==> src/rtl/nibble_sub_seq.sv <==
// Multi-cycle subtract sequencer: a - b - bin computed one nibble per clock
// through a single shared 4-bit subtract slice, borrow chained via a register.

// 4-bit ripple-borrow subtract slice.
module sub4 (
  input  logic [3:0] a_i,
  input  logic [3:0] b_i,
  input  logic       bin_i,
  output logic [3:0] d_o,
  output logic       bout_o
);

  logic [4:0] br;

  // Per-bit difference with the borrow rippled from bit 0 upward.
  always_comb begin
    br    = '0;
    d_o   = '0;
    br[0] = bin_i;
    for (int unsigned i = 0; i < 4; i++) begin
      d_o[i]  = a_i[i] ^ b_i[i] ^ br[i];
      br[i+1] = (~a_i[i] & b_i[i]) | (~(a_i[i] ^ b_i[i]) & br[i]);
    end
    bout_o = br[4];
  end

endmodule

module nibble_sub_seq #(
  parameter int WIDTH = 8
) (
  input  logic             clk,
  input  logic             rst,
  input  logic             in_valid,
  output logic             in_ready,
  input  logic [WIDTH-1:0] a,
  input  logic [WIDTH-1:0] b,
  input  logic             bin,
  output logic             out_valid,
  input  logic             out_ready,
  output logic [WIDTH-1:0] diff,
  output logic             borrow,
  output logic             zero,
  output logic             overflow
);

  localparam int NIB = WIDTH / 4;
  localparam int IW  = (NIB > 1) ? $clog2(NIB) : 1;
  localparam logic [IW-1:0] LAST = IW'(NIB - 1);

  typedef enum logic [1:0] {
    S_IDLE,
    S_RUN,
    S_DONE
  } state_t;

  state_t           state_q, state_d;
  logic [WIDTH-1:0] a_q, a_d;
  logic [WIDTH-1:0] b_q, b_d;
  logic             brw_q, brw_d;
  logic [IW-1:0]    idx_q, idx_d;
  logic [WIDTH-1:0] diff_q, diff_d;
  logic             borrow_q, borrow_d;
  logic             zero_q, zero_d;
  logic             ovf_q, ovf_d;

  logic [3:0]       nib_a, nib_b, nib_d;
  logic             nib_bout;

  assign nib_a = a_q[{idx_q, 2'b00} +: 4];
  assign nib_b = b_q[{idx_q, 2'b00} +: 4];

  sub4 u_sub4 (
    .a_i    (nib_a),
    .b_i    (nib_b),
    .bin_i  (brw_q),
    .d_o    (nib_d),
    .bout_o (nib_bout)
  );

  // State and datapath registers; reset discards any in-flight operation.
  always_ff @(posedge clk) begin
    if (rst) begin
      state_q  <= S_IDLE;
      a_q      <= '0;
      b_q      <= '0;
      brw_q    <= 1'b0;
      idx_q    <= '0;
      diff_q   <= '0;
      borrow_q <= 1'b0;
      zero_q   <= 1'b0;
      ovf_q    <= 1'b0;
    end else begin
      state_q  <= state_d;
      a_q      <= a_d;
      b_q      <= b_d;
      brw_q    <= brw_d;
      idx_q    <= idx_d;
      diff_q   <= diff_d;
      borrow_q <= borrow_d;
      zero_q   <= zero_d;
      ovf_q    <= ovf_d;
    end
  end

  // Next-state: capture in IDLE, one nibble per RUN cycle, hold in DONE.
  always_comb begin
    state_d  = state_q;
    a_d      = a_q;
    b_d      = b_q;
    brw_d    = brw_q;
    idx_d    = idx_q;
    diff_d   = diff_q;
    borrow_d = borrow_q;
    zero_d   = zero_q;
    ovf_d    = ovf_q;
    unique case (state_q)
      S_IDLE: begin
        if (in_valid) begin
          a_d     = a;
          b_d     = b;
          brw_d   = bin;
          idx_d   = '0;
          state_d = S_RUN;
        end
      end
      S_RUN: begin
        diff_d[{idx_q, 2'b00} +: 4] = nib_d;
        brw_d = nib_bout;
        idx_d = idx_q + 1'b1;
        if (idx_q == LAST) begin
          // Flags use the fully assembled result including this last nibble.
          borrow_d = nib_bout;
          zero_d   = (diff_d == '0);
          ovf_d    = (a_q[WIDTH-1] != b_q[WIDTH-1]) &&
                     (diff_d[WIDTH-1] != a_q[WIDTH-1]);
          idx_d    = '0;
          state_d  = S_DONE;
        end
      end
      S_DONE: begin
        if (out_ready) state_d = S_IDLE;
      end
      default: state_d = S_IDLE;
    endcase
  end

  assign in_ready  = (state_q == S_IDLE) && !rst;
  assign out_valid = (state_q == S_DONE);
  assign diff      = diff_q;
  assign borrow    = borrow_q;
  assign zero      = zero_q;
  assign overflow  = ovf_q;

endmodule

==> config.mk <==
export PLATFORM = sky130hd
export DESIGN_NAME = nibble_sub_seq
export DESIGN_NICKNAME = d
export VERILOG_FILES = /design/src/rtl/nibble_sub_seq.sv
export SDC_FILE = /design/constraint.sdc
export NUM_CORES = 1
export LEC_CHECK = 0
export BUFFER_PORTS_ARGS = -buffer_cell sky130_fd_sc_hd__clkbuf_2
export CAP_MARGIN = 20
export CORE_MARGIN = 2
export CORE_UTILIZATION = 56
export CTS_CLUSTER_SIZE = 10
export DETAILED_ROUTE_END_ITERATION = 8
export HOLD_SLACK_MARGIN = 0.15
export PLACE_DENSITY = 0.83
export SYNTH_ARGS = -nofsm -noshare
export SYNTH_HDL_FRONTEND = slang
export SYNTH_SLANG_ARGS = --single-unit
==> constraint.sdc <==
create_clock -name clk -period 5.3 [get_ports clk]
set_input_delay 1.06 -clock clk [delete_from_list [all_inputs] [get_ports clk]]
set_output_delay 1.06 -clock clk [all_outputs]
set_load 0.01 [all_outputs]
# Yosys cells after proc, flatten, opt, wreduce, memory -nomap -nowiden
# Cells that the tools add are included.
[word_totals]
regBits = 31
input_bits = 21
out_inout_bits = 13
word_cells = 70
[op_classes]
add_sub_neg = 2
eq_ne = 7
shift = 4
muxes = 10
bitwise_logic = 28
reduce_logical = 10
[ops]
columns = ["op", "n"]
rows = [
  ["8-bit by 4-bit variable part select with 4-bit output", 2],
  ["1-bit AND", 8],
  ["8-bit bitwise mux", 1],
  ["8-bit zero test", 1],
  ["1-bit inverter", 8],
  ["4-bit by 5-bit variable shift with 8-bit output, first input constant", 1],
  ["4-bit by 5-bit variable part select with 8-bit output", 1],
  ["1-bit XOR", 8],
  ["2-bit two-way mux", 3],
  ["2-bit one-hot mux with 3 select lines", 1],
  ["2-bit AND reduction", 3],
  ["3-bit negator with 5-bit output", 1],
  ["2-bit != test, second input constant", 2],
  ["1-bit bitwise OR", 4],
  ["1-bit one-hot mux with 2 select lines", 2],
  ["1-bit two-way mux", 3],
  ["3-bit AND reduction", 1],
  ["2-bit by 1-bit == test with 1-bit output, second input constant", 1],
  ["2-bit == test, second input constant", 1],
  ["1-bit logical AND", 2],
  ["2-bit zero test", 1],
  ["1-bit != test", 2],
  ["2-bit by 1-bit != test with 1-bit output, second input constant", 1],
  ["2-bit nonzero test", 1],
  ["other kinds (2)", 2],
]

# Logic depth before layout (Yosys ltp)
[logic_depth]
word_depth = 14
ltp_mapped = 10
depth_no_buf = 9

# Cells and area by module
# Synthesis repeated with hierarchy kept, for this count alone.
[hier_totals]
cells_unflattened = 147
hier_area_um2 = 1431.4
[modules_own_cells]
columns = ["mod", "n_inst", "cells_per_inst", "area_per_inst_um2", "seq_area_each_um2"]
rows = [
  ["nibble_sub_seq", 1, 133, 1313.8, 620.6],
  ["sub4", 1, 14, 117.6, 0.0],
]

# Least setup slack after synthesis
# OpenSTA, ideal clock, no wires.
[synth_timing]
path_kind = "register to register"
startpoint = "reg idx_q"
endpoint = "reg ovf_q (netlist: overflow)"
setup_ps = 139
t_arrival_ps = 2872
required_ps = 5161
slack_ps = 2289
stages_incl_launch_ff = 11
n_path_buf = 1
synth_period_minus_slack_ps = 3011
cell_sequence = "dfxtp_1 -> buf_4 -> mux2_2 -> fa_1 -> fa_1 -> fa_1 -> inv_1 -> fa_1 -> and3b_1 -> a21oi_1 -> a211oi_2"
[synth_via]
elab_chain_cells = 14
elab_cells_between_ends = 32
classes_between = "1 x add/sub; 1 x eq/ne; 4 x shift; 1 x mux; 23 x bitwise; 2 x reduce/logical"
[synth_rtl]
columns = ["element", "line_no", "source"]
rows = [
  ["start: declaration", "61", "logic [IW-1:0] idx_q, idx_d;"],
  ["start signal: assignment", "98", "idx_q <= idx_d;"],
  ["8-bit by 4-bit variable part select with 4-bit output (on tied branches)", "70, 71", ""],
  ["1-bit XOR", "21, 22", ""],
  ["1-bit inverter", "22", "br[i+1] = (~a_i[i] & b_i[i]) | (~(a_i[i] ^ b_i[i]) & br[i]);"],
  ["1-bit AND", "22", ""],
  ["1-bit bitwise OR", "22", ""],
  ["1-bit AND", "22", ""],
  ["1-bit bitwise OR", "22", ""],
  ["1-bit AND", "22", ""],
  ["1-bit bitwise OR", "22", ""],
  ["1-bit XOR", "21", "d_o[i] = a_i[i] ^ b_i[i] ^ br[i];"],
  ["4-bit by 5-bit variable part select with 8-bit output", "128", "diff_d[{idx_q, 2'b00} +: 4] = nib_d;"],
  ["8-bit bitwise mux", "128", ""],
  ["1-bit != test", "136", "(diff_d[WIDTH-1] != a_q[WIDTH-1]);"],
  ["1-bit logical AND", "135", "ovf_d = (a_q[WIDTH-1] != b_q[WIDTH-1]) &&"],
  ["end signal: assignment", "102", "ovf_q <= ovf_d;"],
  ["end: declaration", "65", "logic ovf_q, ovf_d;"],
]
# Parallel ways exist; a longest one is shown, timed or not.
# A chain may end at the register's enable or synchronous reset.

# Final worst setup path
# Same ends and word-level chain as after synthesis.

==> impl_summary.log <==
[metrics] Setup Slack @ Placement: 1.97 ns
[metrics] mean instance size in the synthesized netlist: 10.6 µm²
[metrics] max incr delay on CP: 0.65 ns
[metrics] setup repair bufs after CTS: 0
[metrics] Remaining Overflow, GRT: 0
[metrics] number of diodes: 0
[metrics] remaining design rule violation count: 0
[metrics] global-route wire length before repair: 4040 µm
[metrics] Peak supply drop: 0.000213 V
[metrics] buffer depth of the longest clock path: 2
[metrics] R2R Setup Slk: 1.97 ns
[metrics] width of the die: 54.2 µm
[metrics] Worst Hold Class: reg2reg
[metrics] transition time of the tightest slew-check pin: 0.647 ns
[metrics] # hold bufs at CTS: 0
[metrics] count of endpoints failing setup in the final report: 0
[metrics] Int Pwr: 349 µW
[metrics] Final Slew Violations: 0
[metrics] met1 wire length: 1040 µm
[metrics] PD cells: 309 mW/mm²
[metrics] largest driver fanout on the critical path: 11
[metrics] metal3 WL: 132 µm
[metrics] GRT Total Usage: 20.5%
[metrics] worst clock skew: 0.00337 ns
[metrics] type of the setup path with the least slack: reg2reg
[metrics] Detailed Place HPWL: 1890 µm
[metrics] worst r2r dst: overflow
[metrics] vias in the first global route: 954
[metrics] ratio of cells with drive above 1 in the final layout: 32.9%
[metrics] height of the die: 54.2 µm
[metrics] tightest hold margin: 0.486 ns
[metrics] die footprint: 0.00294 mm²
[metrics] power dissipated by switching net loads: 142 µW
[metrics] ordered cell list for the critical path: mux2_2, fa_1, fa_1, fa_1, inv_1, fa_1, and3b_1, a21oi_1, a211oi_2
[metrics] TritonCTS clock tree: built
[metrics] worst path arrival time: 3.51 ns
[metrics] final number of hold-violating endpoints: 0
[metrics] post-synthesis instance area: 0.00141 mm²
[metrics] buffer and inverter count on the worst path: 1
[metrics] final total negative setup slack: 0 ns
[metrics] Crit Reg-Reg Startpoint: idx_q
[metrics] sequential area share after synthesis: 43.9%
[metrics] post-detailed-route via-to-cell ratio: 5.25
[metrics] post-CTS clock slew at the launch and capture registers of the worst setup and hold paths: 0.09 ns
[metrics] outcome: finished clean
[metrics] kind of cell adding the most delay to the critical path: adder cells
[metrics] end of the critical path: overflow
[metrics] part of the power in registers: 53.9%
[metrics] worst path required time: 5.49 ns
[metrics] startpoint kind of the worst setup timing path: register
[metrics] count of instances resized after the clock tree is built: 0
[metrics] count of max-cap constraint violations: 0
[metrics] number of violations reported at the end of detailed-routing iteration 0: 13
[metrics] total power draw: 491 µW
[metrics] setup repair after global routing missed its margin: no
[metrics] total vias in the final route: 1019
[metrics] combinational share of power: 21.9%
[metrics] most repeated cell in the gate-level netlist after synthesis: sky130_fd_sc_hd__dfxtp_1
[metrics] reg2reg path depth: 9
[metrics] final worst slack: 1.97 ns
[metrics] Critical Path Slowest Stage Cell: sky130_fd_sc_hd__dfxtp_1
[metrics] area growth from synthesis to layout: 12.5%
[metrics] Final nets: 190
[metrics] filler instances: 219
[metrics] routed wirelength normalized by instance count: 13.0 µm
[metrics] Clk Tree Root Cell: sky130_fd_sc_hd__clkbuf_4
[metrics] number of distinct library cells after synthesis: 27
[metrics] maximum number of pins on one net before global-route repair: 33
[metrics] switch share: 28.9%
[metrics] row cnt: 18
[metrics] fraction of registers with async set/reset: 0%
[metrics] leakage power: 0.000701 µW
[metrics] warnings from Yosys: 0
[metrics] number of CTS-inserted buffers: 5
[metrics] Mapped Cells: 133
[metrics] total detailed-routing wirelength: 2510 µm
[metrics] global placer's final weighted congestion: 0.742
[metrics] leading register cell type out of synthesis: sky130_fd_sc_hd__dfxtp_1
[metrics] commonest cells in the synthesized netlist: 31 x sky130_fd_sc_hd__dfxtp_1, 30 x sky130_fd_sc_hd__nor2_1, 22 x sky130_fd_sc_hd__mux2i_1
[metrics] number of flops mapped to enable cells by yosys: 0
[metrics] port bufs: 33
[metrics] Relative slew margins: 56.9%
[metrics] post-route ant nets: 0
[metrics] number of placed I/O pins: 34
[metrics] post-synthesis sequential element count: 31
[metrics] initial core utilization: 58.1%
[metrics] clock network latency to the later pin of the worst-skew pair: 0.32 ns
[metrics] drt pass-1 iters: 4
[metrics] met2 WL post-DR: 1270 µm
[metrics] standard cell core area: 0.00243 mm²
[metrics] top cell type's share of synthesized area: 43.9%
[metrics] Crit path top cell by count: sky130_fd_sc_hd__fa_1
[metrics] total nets after synthesis: 158
[metrics] category of the worst setup path capture point: register
[metrics] # H-tree levels: 2
[metrics] antenna violations before repair: 0
[metrics] CTS sink count: 31
[metrics] dominant cells by area after synthesis: sky130_fd_sc_hd__dfxtp_1 44%, sky130_fd_sc_hd__mux2i_1 16%, sky130_fd_sc_hd__nor2_1 8.0%
[metrics] share of total power in the clock network: 24.2%
[metrics] final cycle utilization of the critical path: 62.8%
[metrics] upper clock frequency limit: 301 MHz
[metrics] top sig layer: met4
[metrics] cell depth of the worst setup path: 9
[metrics] shortest clock period the worst path allows after layout: 3.33 ns
[metrics] Critical Path Source: idx_q
[metrics] Synth area leader: sky130_fd_sc_hd__dfxtp_1
[cells by family after synthesis]
logic type / synth area share [%]
mux: 18.8
buf+inv: 6.11
flops: 43.9
compound gates: 9.38
fa+ha+maj: 5.66
simple gates: 16.2
[power groups by stage]
stage               Clock, µW  Combinational [µW]  Sequential [µW]
floorplan                   0                84.0              266
global placement            0                 104              269
detailed placement          0                 108              270
CTS                       122                 108              265
global route              133                 121              267
finish                    119                 107              264
[final cells by class]
class                      count  area, µm²  share of cell area, %
multi-input combinational     90        707                   44.5
sequential                    31        621                   39.0
timing repair buffer          34        173                   10.9
clock buffer                   6       41.3                   2.60
tap                           30       37.5                   2.36
inverter                       3       11.3                  0.708
[worst min path at each step]
stage                     cells after the start   start     end  slack [ns]
after floorplan                               2  b_q[4]  b_q[4]        0.45
final                                         2    zero    zero        0.49
after global routing                          2    zero    zero        0.51
after global placement                        2    zero    zero        0.46
after detailed placement                      2    zero    zero        0.47
after CTS                                     2    zero    zero        0.49
[worst reg2reg max path, delay by kind of cell (launching register included)]
kind,cells,cell delay [ns]
buffers and inverters,1,0.08
and+or+nand+nor,1,0.19
DFF,1,0.65
adders and majority gates,4,1.63
AOI/OAI and AO/OA,2,0.24
muxes,1,0.41
[cell usage in the layout, fill, tap and decap left out, drive strengths merged]
master	netlist	routed
inv	3	3
buf	7	1
nor3	1	1
and4b	1	1
a21oi	6	6
nand3	1	1
and3b	2	2
mux2	4	4
clkbuf	2	39
a211oi	8	8
mux2i	22	22
dfxtp	31	31
o21bai	1	1
nor3b	2	2
nand2b	1	1
nor2	33	33
fa	4	4
and2b	1	1
o211a	1	1
nand3b	1	1
nor4	1	1
[state kept, by name, indices dropped and copies added (netlist names)]
signal and count:
a_q 8, state_q 2, borrow 1, diff 8
b_q 8, zero 1, overflow 1, brw_q 1
idx_q 1
[through the flow]
step | area (µm²) | util (%) | cells
5_1_grt | 1590 | 65.4 | 194
4_1_cts | 1590 | 65.4 | 194
3_3_place_gp | 1550 | 63.7 | 188
2_1_floorplan | 1410 | - | 133
6_report | 1590 | 65.4 | 194
3_5_place_dp | 1550 | 63.7 | 188
[metal layers]
metal  vias to the layer above  global-route usage (%)
li1                        522                       -
met1                       463                    22.7
met2                        26                    33.9
met3                         8                    5.74
met4                         0                    13.8
met5                         -                       0
Note: power is estimated with default switching activity, not from simulation.
